===== src/rtl/iob_iobuf_ctrl_pkg.sv =====
// iob_iobuf_ctrl_pkg: shared state encoding and width helper for the pad line controller
package iob_iobuf_ctrl_pkg;

    typedef enum logic [2:0] {
        IDLE,
        PRE,
        SHIFT,
        POST,
        DONE
    } state_e;

    function automatic int nbits_w(input int dw);
        return $clog2(dw) + 1;
    endfunction

endpackage


===== src/rtl/iob_sync2.sv =====
// iob_sync2: two-flop synchronizer for an asynchronous pin, idles high like the released line
module iob_sync2 (
    input  logic clk,
    input  logic rst,
    input  logic d_i,
    output logic q_o
);

    logic [1:0] ff_q;

    always_ff @(posedge clk or posedge rst)
        if (rst) ff_q <= 2'b11;
        else     ff_q <= {ff_q[0], d_i};

    assign q_o = ff_q[1];

endmodule


===== src/rtl/iob_iobuf_ctrl.sv =====
// iob_iobuf_ctrl: half-duplex bit-serial controller for one tri-state pad buffer
// with turnaround gaps, programmable bit period and LSB-first data.
module iob_iobuf_ctrl
    import iob_iobuf_ctrl_pkg::*;
#(
    parameter int DATA_W      = 8,
    parameter int DIV_W       = 16,
    parameter int TURN_CYCLES = 2,
    parameter int NBITS_W     = nbits_w(DATA_W)
) (
    input  logic               clk,
    input  logic               rst,
    input  logic               start,
    input  logic               dir,
    input  logic [NBITS_W-1:0] nbits,
    input  logic [DIV_W-1:0]   div,
    input  logic [DATA_W-1:0]  wdata,
    output logic               busy,
    output logic               done,
    output logic [DATA_W-1:0]  rdata,
    output logic               pad_i,
    output logic               pad_oe,
    input  logic               pad_o
);

    localparam int TCW = TURN_CYCLES > 1 ? $clog2(TURN_CYCLES) : 1;
    localparam logic [TCW-1:0] TLAST = TCW'(TURN_CYCLES - 1);

    state_e             state_q;
    logic               dir_q;
    logic [NBITS_W-1:0] nb_q, bit_q, nb_d;
    logic [DIV_W-1:0]   div_q, cnt_q;
    logic [DATA_W-1:0]  wsh_q, shadow_q, rdata_q;
    logic [TCW-1:0]     tcnt_q;
    logic               pad_oe_q, pad_i_q, line_s;

    iob_sync2 u_sync (
        .clk (clk),
        .rst (rst),
        .d_i (pad_o),
        .q_o (line_s)
    );

    assign nb_d   = nbits > NBITS_W'(DATA_W) ? NBITS_W'(DATA_W) : nbits;
    assign busy   = state_q == PRE || state_q == SHIFT || state_q == POST;
    assign done   = state_q == DONE;
    assign rdata  = rdata_q;
    assign pad_i  = pad_i_q;
    assign pad_oe = pad_oe_q;

    always_ff @(posedge clk or posedge rst)
        if (rst) begin
            state_q  <= IDLE;
            dir_q    <= 1'b0;
            nb_q     <= '0;
            bit_q    <= '0;
            div_q    <= '0;
            cnt_q    <= '0;
            wsh_q    <= '0;
            shadow_q <= '0;
            rdata_q  <= '0;
            tcnt_q   <= '0;
            pad_oe_q <= 1'b0;
            pad_i_q  <= 1'b1;
        end else begin
            case (state_q)
                IDLE, DONE: begin
                    // shadow fills from the MSB end, so shifting right aligns and zero-fills it
                    if (state_q == DONE && !dir_q && nb_q != '0)
                        rdata_q <= shadow_q >> (NBITS_W'(DATA_W) - nb_q);
                    state_q  <= IDLE;
                    pad_oe_q <= 1'b0;
                    pad_i_q  <= 1'b1;
                    if (start) begin
                        dir_q  <= dir;
                        nb_q   <= nb_d;
                        div_q  <= div;
                        wsh_q  <= wdata;
                        tcnt_q <= '0;
                        cnt_q  <= '0;
                        bit_q  <= '0;
                        if (nb_d == '0) state_q <= DONE;
                        else if (TURN_CYCLES != 0) begin
                            state_q  <= PRE;
                            pad_oe_q <= dir;
                        end else begin
                            state_q  <= SHIFT;
                            pad_oe_q <= dir;
                            pad_i_q  <= !dir || wdata[0];
                        end
                    end
                end
                PRE:
                    if (tcnt_q == TLAST) begin
                        state_q <= SHIFT;
                        pad_i_q <= !dir_q || wsh_q[0];
                    end else tcnt_q <= tcnt_q + 1'b1;
                SHIFT: begin
                    if (!dir_q && cnt_q == (div_q >> 1))
                        shadow_q <= {line_s, shadow_q[DATA_W-1:1]};
                    if (cnt_q != div_q) cnt_q <= cnt_q + 1'b1;
                    else if (bit_q != nb_q - 1'b1) begin
                        cnt_q   <= '0;
                        bit_q   <= bit_q + 1'b1;
                        wsh_q   <= wsh_q >> 1;
                        pad_i_q <= !dir_q || wsh_q[1];
                    end else begin
                        pad_oe_q <= 1'b0;
                        pad_i_q  <= 1'b1;
                        tcnt_q   <= '0;
                        state_q  <= TURN_CYCLES != 0 ? POST : DONE;
                    end
                end
                POST:
                    if (tcnt_q == TLAST) state_q <= DONE;
                    else tcnt_q <= tcnt_q + 1'b1;
                default: state_q <= IDLE;
            endcase
        end

endmodule


===== config.mk =====
export PLATFORM = sky130hd
export DESIGN_NAME = iob_iobuf_ctrl
export DESIGN_NICKNAME = d
export VERILOG_FILES = /design/src/rtl/iob_iobuf_ctrl_pkg.sv /design/src/rtl/iob_sync2.sv /design/src/rtl/iob_iobuf_ctrl.sv
export SDC_FILE = /design/constraint.sdc
export NUM_CORES = 1
export LEC_CHECK = 0
export ABC_AREA = 1
export CORE_ASPECT_RATIO = 0.6
export CORE_MARGIN = 1
export CORE_UTILIZATION = 25
export CTS_CLUSTER_SIZE = 10
export DETAILED_ROUTE_END_ITERATION = 10
export GPL_TIMING_DRIVEN = 0
export PLACE_DENSITY = 0.45
export SLEW_MARGIN = 20
export SYNTH_ARGS = -nofsm -noshare
export SYNTH_HDL_FRONTEND = slang
export SYNTH_SLANG_ARGS = --single-unit

===== constraint.sdc =====
create_clock -name clk -period 2.4 [get_ports clk]
set_clock_uncertainty 0.05 [all_clocks]
set_input_delay 0.48 -clock clk [delete_from_list [all_inputs] [get_ports clk]]
set_output_delay 0.48 -clock clk [all_outputs]
set_load 0.1 [all_outputs]

### Word-level counts from Yosys, hierarchy flattened

Index checks and enable logic that the tools add are counted.

* input bits: 33
* logic and storage cells: 91
* bits in registers: 73
* output and inout port bits: 12

* add/sub/neg operators: 5
* equality and inequality tests: 14
* reductions and logical operators: 25
* shifts and indexed selects: 1
* order comparisons: 1
* multiplexer cells: 32

Operators with widths (number)
* 2-to-1 mux 16 bit: 3
* one-hot mux 16 bit (2 select lines): 1
* 2-to-1 mux 8 bit: 3
* 2-to-1 mux 3 bit: 6
* adder 16 x 1 -> 16 bit (second input constant): 1
* equality test 16 x 15 -> 1 bit: 1
* 2-to-1 mux 4 bit: 4
* != test 16 bit: 1
* one-hot mux 8 bit (2 select lines): 1
* one-hot mux 3 bit (4 select lines): 1
* AND reduction 4 bit: 3
* != test 2 bit (second input constant): 5
* 2-to-1 mux 1 bit: 9
* AND reduction 3 bit: 3
* one-hot mux 4 bit (2 select lines): 1
* right shift 8 x 4 -> 8 bit: 1
* equality test 3 x 2 -> 1 bit (second input constant): 2
* one-hot mux 1 bit (3 select lines): 2
* AND reduction 2 bit: 3
* nonzero test 3 bit: 2
* adder 4 x 1 -> 4 bit (second input constant): 1
* greater-than comparator 4 bit (second input constant): 1
* zero test 4 bit: 1
* logical OR 1 bit: 4
* other kinds (15): 18

### Longest topological paths before layout

Gate-level depths: netlist of run 1.

* depth in word-level cells: 6
* depth in mapped cells: 17
* mapped depth without buffers: 14

### Cells and area by module

From an unflattened synthesis of run 1, not the netlist that was laid out.

* cells, all modules: 609
* area total of the unflattened synthesis: 4377.9 µm²

Modules (own cells, without submodules)
* iob_iobuf_ctrl: area an instance 4321.6 µm², cells an instance 606, instances 1, sequential area each 1778.0 µm²
* iob_sync2: area an instance 56.3 µm², cells an instance 3, instances 1, sequential area each 52.6 µm²

### Worst setup path before layout of run 1

No wires, ideal clock.

* path type: flip-flop to flip-flop
* start point: register state_q[0]
* end point: register rdata_q[4] (netlist: rdata[4])
* setup slack: -0.014 ns
* cell stages (with the launch flop): 8
* required time: 2.273 ns
* buffers on the path: 0
* arrival: 2.287 ns
* clock period less this slack: 2.414 ns
* setup time: 0.077 ns
* cell sequence: dfrtp_1 -> nor2_1 -> inv_2 -> nor2_2 -> nand3_2 -> a21oi_2 -> nand2_1 -> o21ai_1

* longest elaborated chain between the ends: 4
* elaborated cells on any way between the ends: 6
* those cells by class: eq/ne: 1; reduce/logical: 5

Ends and longest elaborated chain
* start, declared: RTL line iob_iobuf_ctrl.sv:29 `state_e state_q;`
* start signal, assigned: RTL line iob_iobuf_ctrl.sv:111 `state_q <= TURN_CYCLES != 0 ? POST : DONE;`
* equality test 3 bit (*)
* named net done: RTL line iob_iobuf_ctrl.sv:19 `output logic done,`
* logical AND 1 bit (2 in a row): RTL line iob_iobuf_ctrl.sv:69 `if (state_q == DONE && !dir_q && nb_q != '0)`
* AND reduction 2 bit (no source line) (*)
* end signal, assigned: RTL line iob_iobuf_ctrl.sv:70 `rdata_q <= shadow_q >> (NBITS_W'(DATA_W) - nb_q);`
* end, declared: RTL line iob_iobuf_ctrl.sv:33 `logic [DATA_W-1:0] wsh_q, shadow_q, rdata_q;`

Mark *: on every way through the listed nets, which the timed path passes. The rest lies on a longest branch.
A chain may end at the register's enable or synchronous reset.

### Worst setup path after layout of run 1

* start point: register state_q[1]
* end point: output port busy

* longest elaborated chain between the ends: 3
* elaborated cells on any way between the ends: 5
* those cells by class: eq/ne: 3; reduce/logical: 2

Ends and longest elaborated chain
* equality test 3 x 1 -> 1 bit or equality test 3 x 2 -> 1 bit (tied branches): RTL line iob_iobuf_ctrl.sv:45 `assign busy = state_q == PRE || state_q == SHIFT || state_q == POST;`
* logical OR 1 bit: RTL line iob_iobuf_ctrl.sv:45
* logical OR 1 bit (*): RTL line iob_iobuf_ctrl.sv:45
* end, declared: RTL line iob_iobuf_ctrl.sv:18 `output logic busy,`

Mark *: on every way between the ends. The rest lies on a longest branch, timed or not.

==> flow_metrics.py, run 1 <==
metrics = {
    "run_status": {
        "status": "complete, no violations",
    },
    "worst_setup_path": {
        "r2r_end": "bit_q[0]",
        "setup.worst_path.start_class": "flop",
        "r2r_cells": 14,
        "rrSetupSlack_ns": 0.12,
        "path_class": "reg2out",
        "end_kind": "primary output",
        "regToRegStartpoint": "nb_q[0]",
        "critPathRequiredTime_ns": 1.87,
        "cp_max_fo": 4,
        "arrival_ns": 1.85,
    },
    "sta": {
        "tns_ns": 0,
        "finalCriticalPeriod_ns": 2.38,
        "worstMarginPinSlew_ns": 0.972,
        "fin_crit_sh": 0.992,
        "rsz0062_at_grt": "yes",
        "finalHoldViolations": 0,
        "max_slew_margin": 0.351,
        "setup_viol": 0,
        "slew_viol_final": 0,
        "fmaxAchievable_ghz": 0.420,
    },
    "finish": {
        "drive_above_1_share": 0.123,
        "fin_util": 0.320,
        "nNetsFinal": 698,
        "nFillCells": 1862,
        "antenna_cells": 0,
        "synthToLayoutAreaGrowth_pct": 24.9,
    },
    "worst_hold_path": {
        "hold_path_end": "u_sync.ff_q[1]",
        "worstHoldPathType": "reg2reg",
        "hold_depth": 0,
        "hp-start": "u_sync.ff_q[0]",
    },
    "global_routing": {
        "first_global_vias": 3893,
        "globalRouteTotalUtil": 0.154,
        "overflow": 0,
        "antenna_found_initial": 0,
        "grt_start_max_net_pins": 55,
        "grt_pass1_wl_um": 21600,
    },
    "yosys": {
        "synth_top_family_by_area": "simple AND/OR/NAND/NOR gates",
        "postSynthCellCount": 606,
        "synth_xor_area_frac": 0.0300,
        "synth.top_cell.area_share": 0.399,
        "ys_types": 38,
        "synth_fp_nets": 643,
        "async_reset_ff_frac": 1.00,
        "yosysWarningCount": 0,
        "synth-simple-area-share": 0.385,
        "muxShareOfSynthArea": 0.00228,
        "synth_compound_area_frac": 0.0719,
        "ys_top_cells_by_area": "dfrtp_1 (40%), nand2_1 (20%), nand4_1 (4.1%)",
        "synth.avg_cell_area_um2": 7.24,
        "ys_ff_latch": 73,
        "synth_largest_area_cell": "dfrtp_1",
        "synthFlopType": "dfrtp_1",
        "synth_edf_count": 0,
        "seq_area_frac_synth": 0.417,
        "yosys.area_share.adder": 0.0114,
        "syn-cell-area_um2": 4390,
    },
    "drt": {
        "final_antenna_net_count": 0,
        "drc_errors": 0,
        "detail_route.wl_per_cell_um": 14.5,
        "drt-initial-drc-count": 298,
        "dr_total_vias": 4073,
        "via_per_inst": 4.53,
        "routed_wl_um": 13100,
        "dr.pass1.iters": 5,
    },
    "floorplanning": {
        "core_area_um2": 17100,
        "start_util": 0.256,
        "die_y_um": 105,
        "pin_count": 45,
        "row_count": 37,
        "die_x_um": 173,
        "dieArea_um2": 18100,
    },
    "placement": {
        "io_buffers": 44,
        "dp_hpwl_um": 10000,
        "place.gp.congestion": 0.882,
    },
    "run": {
        "cap_violations": 0,
    },
    "cts": {
        "cts_setup_buffers": 0,
        "clockBufferDepth": 2,
        "cts_tree": "yes",
        "clk_pin_slew_ns": 0.06,
        "cts_buffers": 9,
        "clock_sink_count": 73,
        "root_buffer": "clkbuf_16",
        "insertion_delay_ns": 0.34,
        "htreeDepth": 3,
    },
    "power_and_ir_drop": {
        "ir_drop_uv": 1010,
        "finalPower_mw": 6.77,
        "power_density_nw_per_um2": 1240,
        "leakagePower_nw": 2.72,
    },
}
cell usage in the layout, fill, tap and decap left out, types with 5 or more instances in the layout:
cell type	count
nand2_1	230
inv_1	46
nor3_1	10
nand4_1	29
nor2_1	37
clkbuf_16	9
inv_2	11
o21ai_0	30
xor2_1	14
nand2_4	5
dfrtp_1	70
nand2_2	19
buf_4	7
clkdlybuf4s50_1	37
nand3_1	32
o22ai_1	11
clkbuf_1	8
logic make-up after synthesis:
family / after synthesis
buffers and inverters: 80
muxes: 1
DFF: 73
and+or+nand+nor: 377
xor gates and xnor gates: 15
AOI/OAI and AO/OA: 56
adders and majority gates: 4
state kept, by name, indices dropped and copies added, names as in the netlist:
register	count
bit_q	4
cnt_q	16
dir_q	1
div_q	16
nb_q	4
pad_i	1
pad_oe	1
rdata	8
shadow_q	8
state_q	3
tcnt_q	1
u_sync.ff_q	2
wsh_q	8
cells in the mapped netlist (all sizes together), types with 5 or more instances:
master	n
xor2	14
o22ai	11
clkbuf	8
dfrtp	70
a21oi	5
nand3	36
inv	59
nand4	29
nand2	254
nor3	10
buf	10
o21ai	34
nor2	43
routing by layer:
| layer | routed length [um] | track usage |
|---|---|---|
| met1 | 7510 | 0.251 |
| met2 | 4580 | 0.188 |
| met3 | 834 | 0.0440 |
| met4 | 126 | 0.0367 |
| met5 | 0 | 0 |
where the power goes:
| group | total, mW | internal [mW] | switching (mW) |
|---|---|---|---|
| Combinational | 3.48 | 1.05 | 2.43 |
| Sequential | 1.91 | 1.60 | 0.314 |
| Clock | 1.38 | 0.831 | 0.550 |
| Total | 6.77 | 3.48 | 3.29 |
stage by stage:
step           cell area (um^2)  hold WS (ns)  setup slack, ns  instances
2_1_floorplan              4390         0.295           0.0217        606
5_1_grt                    5480         0.314          -0.0291        900
6_report                   5480         0.309           0.0199        900
3_3_place_gp               5120         0.301            -1.45        884
4_1_cts                    5450         0.311          0.00601        900
3_5_place_dp               5150         0.300           -0.144        885
worst max-delay path by stage:
| stage | start | endpoint | slack (ns) | cells past startpoint |
|---|---|---|---|---|
| after floorplan | rst | bit_q[0] | 0.02 | 1 |
| after global placement | rst | wsh_q[1] | -1.45 | 2 |
| after detailed placement | nb_q[0] | bit_q[0] | -0.14 | 15 |
| after CTS | rdata[2] | rdata[2] | 0.006 | 1 |
| after global routing | nb_q[0] | bit_q[0] | -0.03 | 14 |
| final | state_q[1] | busy | 0.02 | 3 |
critical path: stages, from the launching register on:
cell	delay (ns)
dfrtp_1	0.42
nor2_1	0.09
nor2_1	0.13
dlygate4sd2_1	0.88
timing repair:
action	CTS	global route
gates resized for setup	6	9
hold buffers	0	0
endpoints found under the setup margin	24	28
gates cloned	0	0
pin swaps	0	0
final cells by class:
type,instances,area (um^2),share of cell area
sequential,73,1830,0.334
tap,234,293,0.0535
multi-input combinational,453,2220,0.405
inverter,62,245,0.0448
timing repair buffer,45,477,0.0871
buffer,17,115,0.0210
clock buffer,11,243,0.0443
clock inverter,5,55.1,0.0101
(Power assumes the default switching activity.)
==> inputs of run 2 (changes only) <==
Settings changed: CAP_MARGIN from default to 20.
==> results of run 2 <==
No change in the layout: final DEF, timing and power equal those of run 1.
==> inputs of run 3 (changes only) <==
Settings changed: SYNTH_HIERARCHICAL from default to 1.
==> run 3 against run 2 <==
  * Synthesized cell count increased by 0.50%
  * Total power up 3.0%
  * Sequential share of layout area about the same
  * Cell count increased by 0.33%
  * Clock-buffer cell count down 1
  * Clock power hardly changed
  * Via count up 1.1%
  * Combinational power increased by 5%
  * Final area is essentially flat
  * Critical endpoint is now rdata[3]
==> flow_metrics.py, run 3 <==
metrics = {
    "run_status": {
        "status": "complete, no violations",
    },
    "sta": {
        "setup_viol": 0,
        "fmaxAchievable_ghz": 0.424,
        "worstMarginPinSlew_ns": 0.982,
        "finalHoldViolations": 0,
        "rsz0062_at_grt": "no",
        "max_slew_margin": 0.344,
        "slew_viol_final": 0,
        "finalCriticalPeriod_ns": 2.36,
        "layout_setup_ws_ns": 0.0394,
        "fin_crit_sh": 0.984,
    },
    "global_routing": {
        "overflow": 0,
        "grt_start_max_net_pins": 42,
        "grt_pass1_wl_um": 21300,
        "globalRouteTotalUtil": 0.149,
        "first_global_vias": 4030,
        "antenna_found_initial": 0,
    },
    "yosys": {
        "synthFlopType": "dfrtp_1",
        "ys_types": 34,
        "seq_area_frac_synth": 0.418,
        "synth_compound_area_frac": 0.0737,
        "async_reset_ff_frac": 1.00,
        "yosysMostFrequentCell": "nand2_1",
        "synth_xor_area_frac": 0.0280,
        "synth_fp_nets": 646,
        "yosys.area_share.adder": 0.0114,
        "yosysWarningCount": 6,
        "synth.avg_cell_area_um2": 7.19,
        "ys_ff_latch": 73,
        "synth_largest_area_cell": "dfrtp_1",
        "synth-simple-area-share": 0.380,
        "muxShareOfSynthArea": 0.00229,
        "synth.top_cell.area_share": 0.400,
        "synthTopCellsByCount": "nand2_1 (228), dfrtp_1 (70), inv_1 (55)",
        "synth_edf_count": 0,
        "syn-cell-area_um2": 4380,
        "synth_top_family_by_area": "simple AND/OR/NAND/NOR gates",
        "postSynthCellCount": 609,
        "ys_top_cells_by_area": "dfrtp_1 (40%), nand2_1 (20%), inv_1 (4.7%)",
    },
    "cts": {
        "insertion_delay_ns": 0.34,
        "root_buffer": "clkbuf_16",
        "cts_tree": "yes",
        "htreeDepth": 3,
        "clock_sink_count": 73,
        "clk_pin_slew_ns": 0.07,
        "clockBufferDepth": 2,
        "cts_buffers": 9,
    },
    "finish": {
        "fin_area_um2": 5470,
        "fin_cells": 903,
        "multi_input_area_um2": 2190,
        "mostFrequentLayoutCells": "nand2_1 (228), dfrtp_1 (70), inv_1 (54)",
        "drive_above_1_share": 0.115,
        "regArea_um2": 1830,
        "nFillCells": 1862,
        "nNetsFinal": 701,
        "reg_top3": "cnt_q x16, div_q x16",
        "antenna_cells": 0,
        "layout_commonest_cell": "nand2_1",
        "synthToLayoutAreaGrowth_pct": 25.0,
    },
    "floorplanning": {
        "core_area_um2": 17100,
        "die_y_um": 105,
        "die_x_um": 173,
        "row_count": 37,
        "dieArea_um2": 18100,
        "start_util": 0.256,
        "pin_count": 45,
    },
    "worst_setup_path": {
        "slowest_delay_ns": 1.13,
        "cp_top_family": "buffers and inverters",
        "crit_buf_inv": 1,
        "end_kind": "primary output",
        "arrival_ns": 1.83,
        "setup.worst_path.start_class": "flop",
        "cp_max_fo": 2,
        "rrSetupSlack_ns": 0.19,
        "path_class": "reg2out",
        "critPathRequiredTime_ns": 1.87,
        "cp_cell_sequence": "clkdlybuf4s50_1",
        "r2r_end": "wsh_q[3]",
        "worst_path_max_delay_cell": "clkdlybuf4s50_1",
        "regToRegStartpoint": "nb_q[0]",
        "r2r_cells": 14,
    },
    "power_and_ir_drop": {
        "leakagePower_nw": 2.72,
        "power_density_nw_per_um2": 1280,
        "ir_drop_uv": 418,
    },
    "worst_hold_path": {
        "worstHoldPathType": "reg2reg",
        "hold_depth": 0,
        "hp-start": "u_sync/ff_q[0]",
        "hold_path_end": "u_sync/ff_q[1]",
    },
    "placement": {
        "dp_hpwl_um": 9510,
        "placedCellCount": 888,
        "dpl-instance-area_um2": 5150,
        "io_buffers": 44,
        "pre_cts_ws_ns": -0.0916,
        "place.gp.congestion": 0.900,
    },
    "drt": {
        "routed_wl_um": 12700,
        "drt-initial-drc-count": 259,
        "detail_route.wl_per_cell_um": 14.0,
        "via_per_inst": 4.56,
        "final_antenna_net_count": 0,
        "dr_total_vias": 4118,
        "drc_errors": 0,
        "dr.pass1.iters": 7,
    },
    "run": {
        "cap_violations": 0,
    },
}
[run 3: final cells by class]
| type | instances | share of cell area |
|---|---|---|
| clock inverter | 6 | 0.0121 |
| multi-input combinational | 450 | 0.400 |
| sequential | 73 | 0.335 |
| timing repair buffer | 45 | 0.0865 |
| clock buffer | 10 | 0.0437 |
| buffer | 17 | 0.0206 |
| inverter | 68 | 0.0489 |
| tap | 234 | 0.0535 |
[run 3: what timing repair did]
action | 4_1_cts | 5_1_grt
setup buffers | 0 | 0
hold buffers | 0 | 0
pin swaps | 0 | 0
endpoints found under the setup margin | 24 | 24
resized for setup | 6 | 8
[run 3: per-layer routing]
| layer | up-vias | GRT usage | part of all wire |
|---|---|---|---|
| met2 | 101 | 0.208 | 0.40 |
| met1 | 1944 | 0.227 | 0.55 |
| li1 | 2060 | - | - |
| met4 | 0 | 0.0335 | 0.0069 |
| met5 | - | 0 | 0 |
| met3 | 13 | 0.0351 | 0.045 |
[run 3: metrics by stage]
| step | utilization | setup TNS [ns] | power (mW) | hold slack (ns) |
|---|---|---|---|---|
| floorplan | - | 0 | 4.62 | 0.295 |
| global placement | 0.299 | -97.42 | 5.54 | 0.298 |
| detailed placement | 0.300 | -0.820 | 5.58 | 0.303 |
| CTS | 0.318 | 0 | 6.99 | 0.312 |
| global route | 0.319 | 0 | 7.57 | 0.317 |
| finish | 0.319 | 0 | 6.98 | 0.309 |
[run 3: kinds of logic after synthesis]
kind of cell,after synthesis
AOI/OAI and AO/OA,58
xor gates and xnor gates,14
adders and majority gates,4
buffers and inverters,86
DFF,73
muxes,1
and+or+nand+nor,373
[run 3: how the worst max path moves through the flow]
| stage | depth (start not counted) | end | slack, ns | startpoint |
|---|---|---|---|---|
| 2_1_floorplan | 1 | bit_q[0] | 0.08 | rst |
| 5_1_grt | 14 | wsh_q[2] | 0.006 | nb_q[0] |
| 4_1_cts | 1 | rdata[5] | 0.01 | rdata[5] |
| 3_3_place_gp | 2 | wsh_q[2] | -1.38 | rst |
| 6_report | 1 | rdata[3] | 0.04 | rdata[3] |
| 3_5_place_dp | 4 | done | -0.09 | state_q[1] |
[run 3: power by group]
part	internal (mW)	total (mW)	switching, mW
clock	0.836	1.41	0.573
combinational	1.12	3.64	2.52
sequential	1.61	1.93	0.316
total	3.57	6.98	3.41
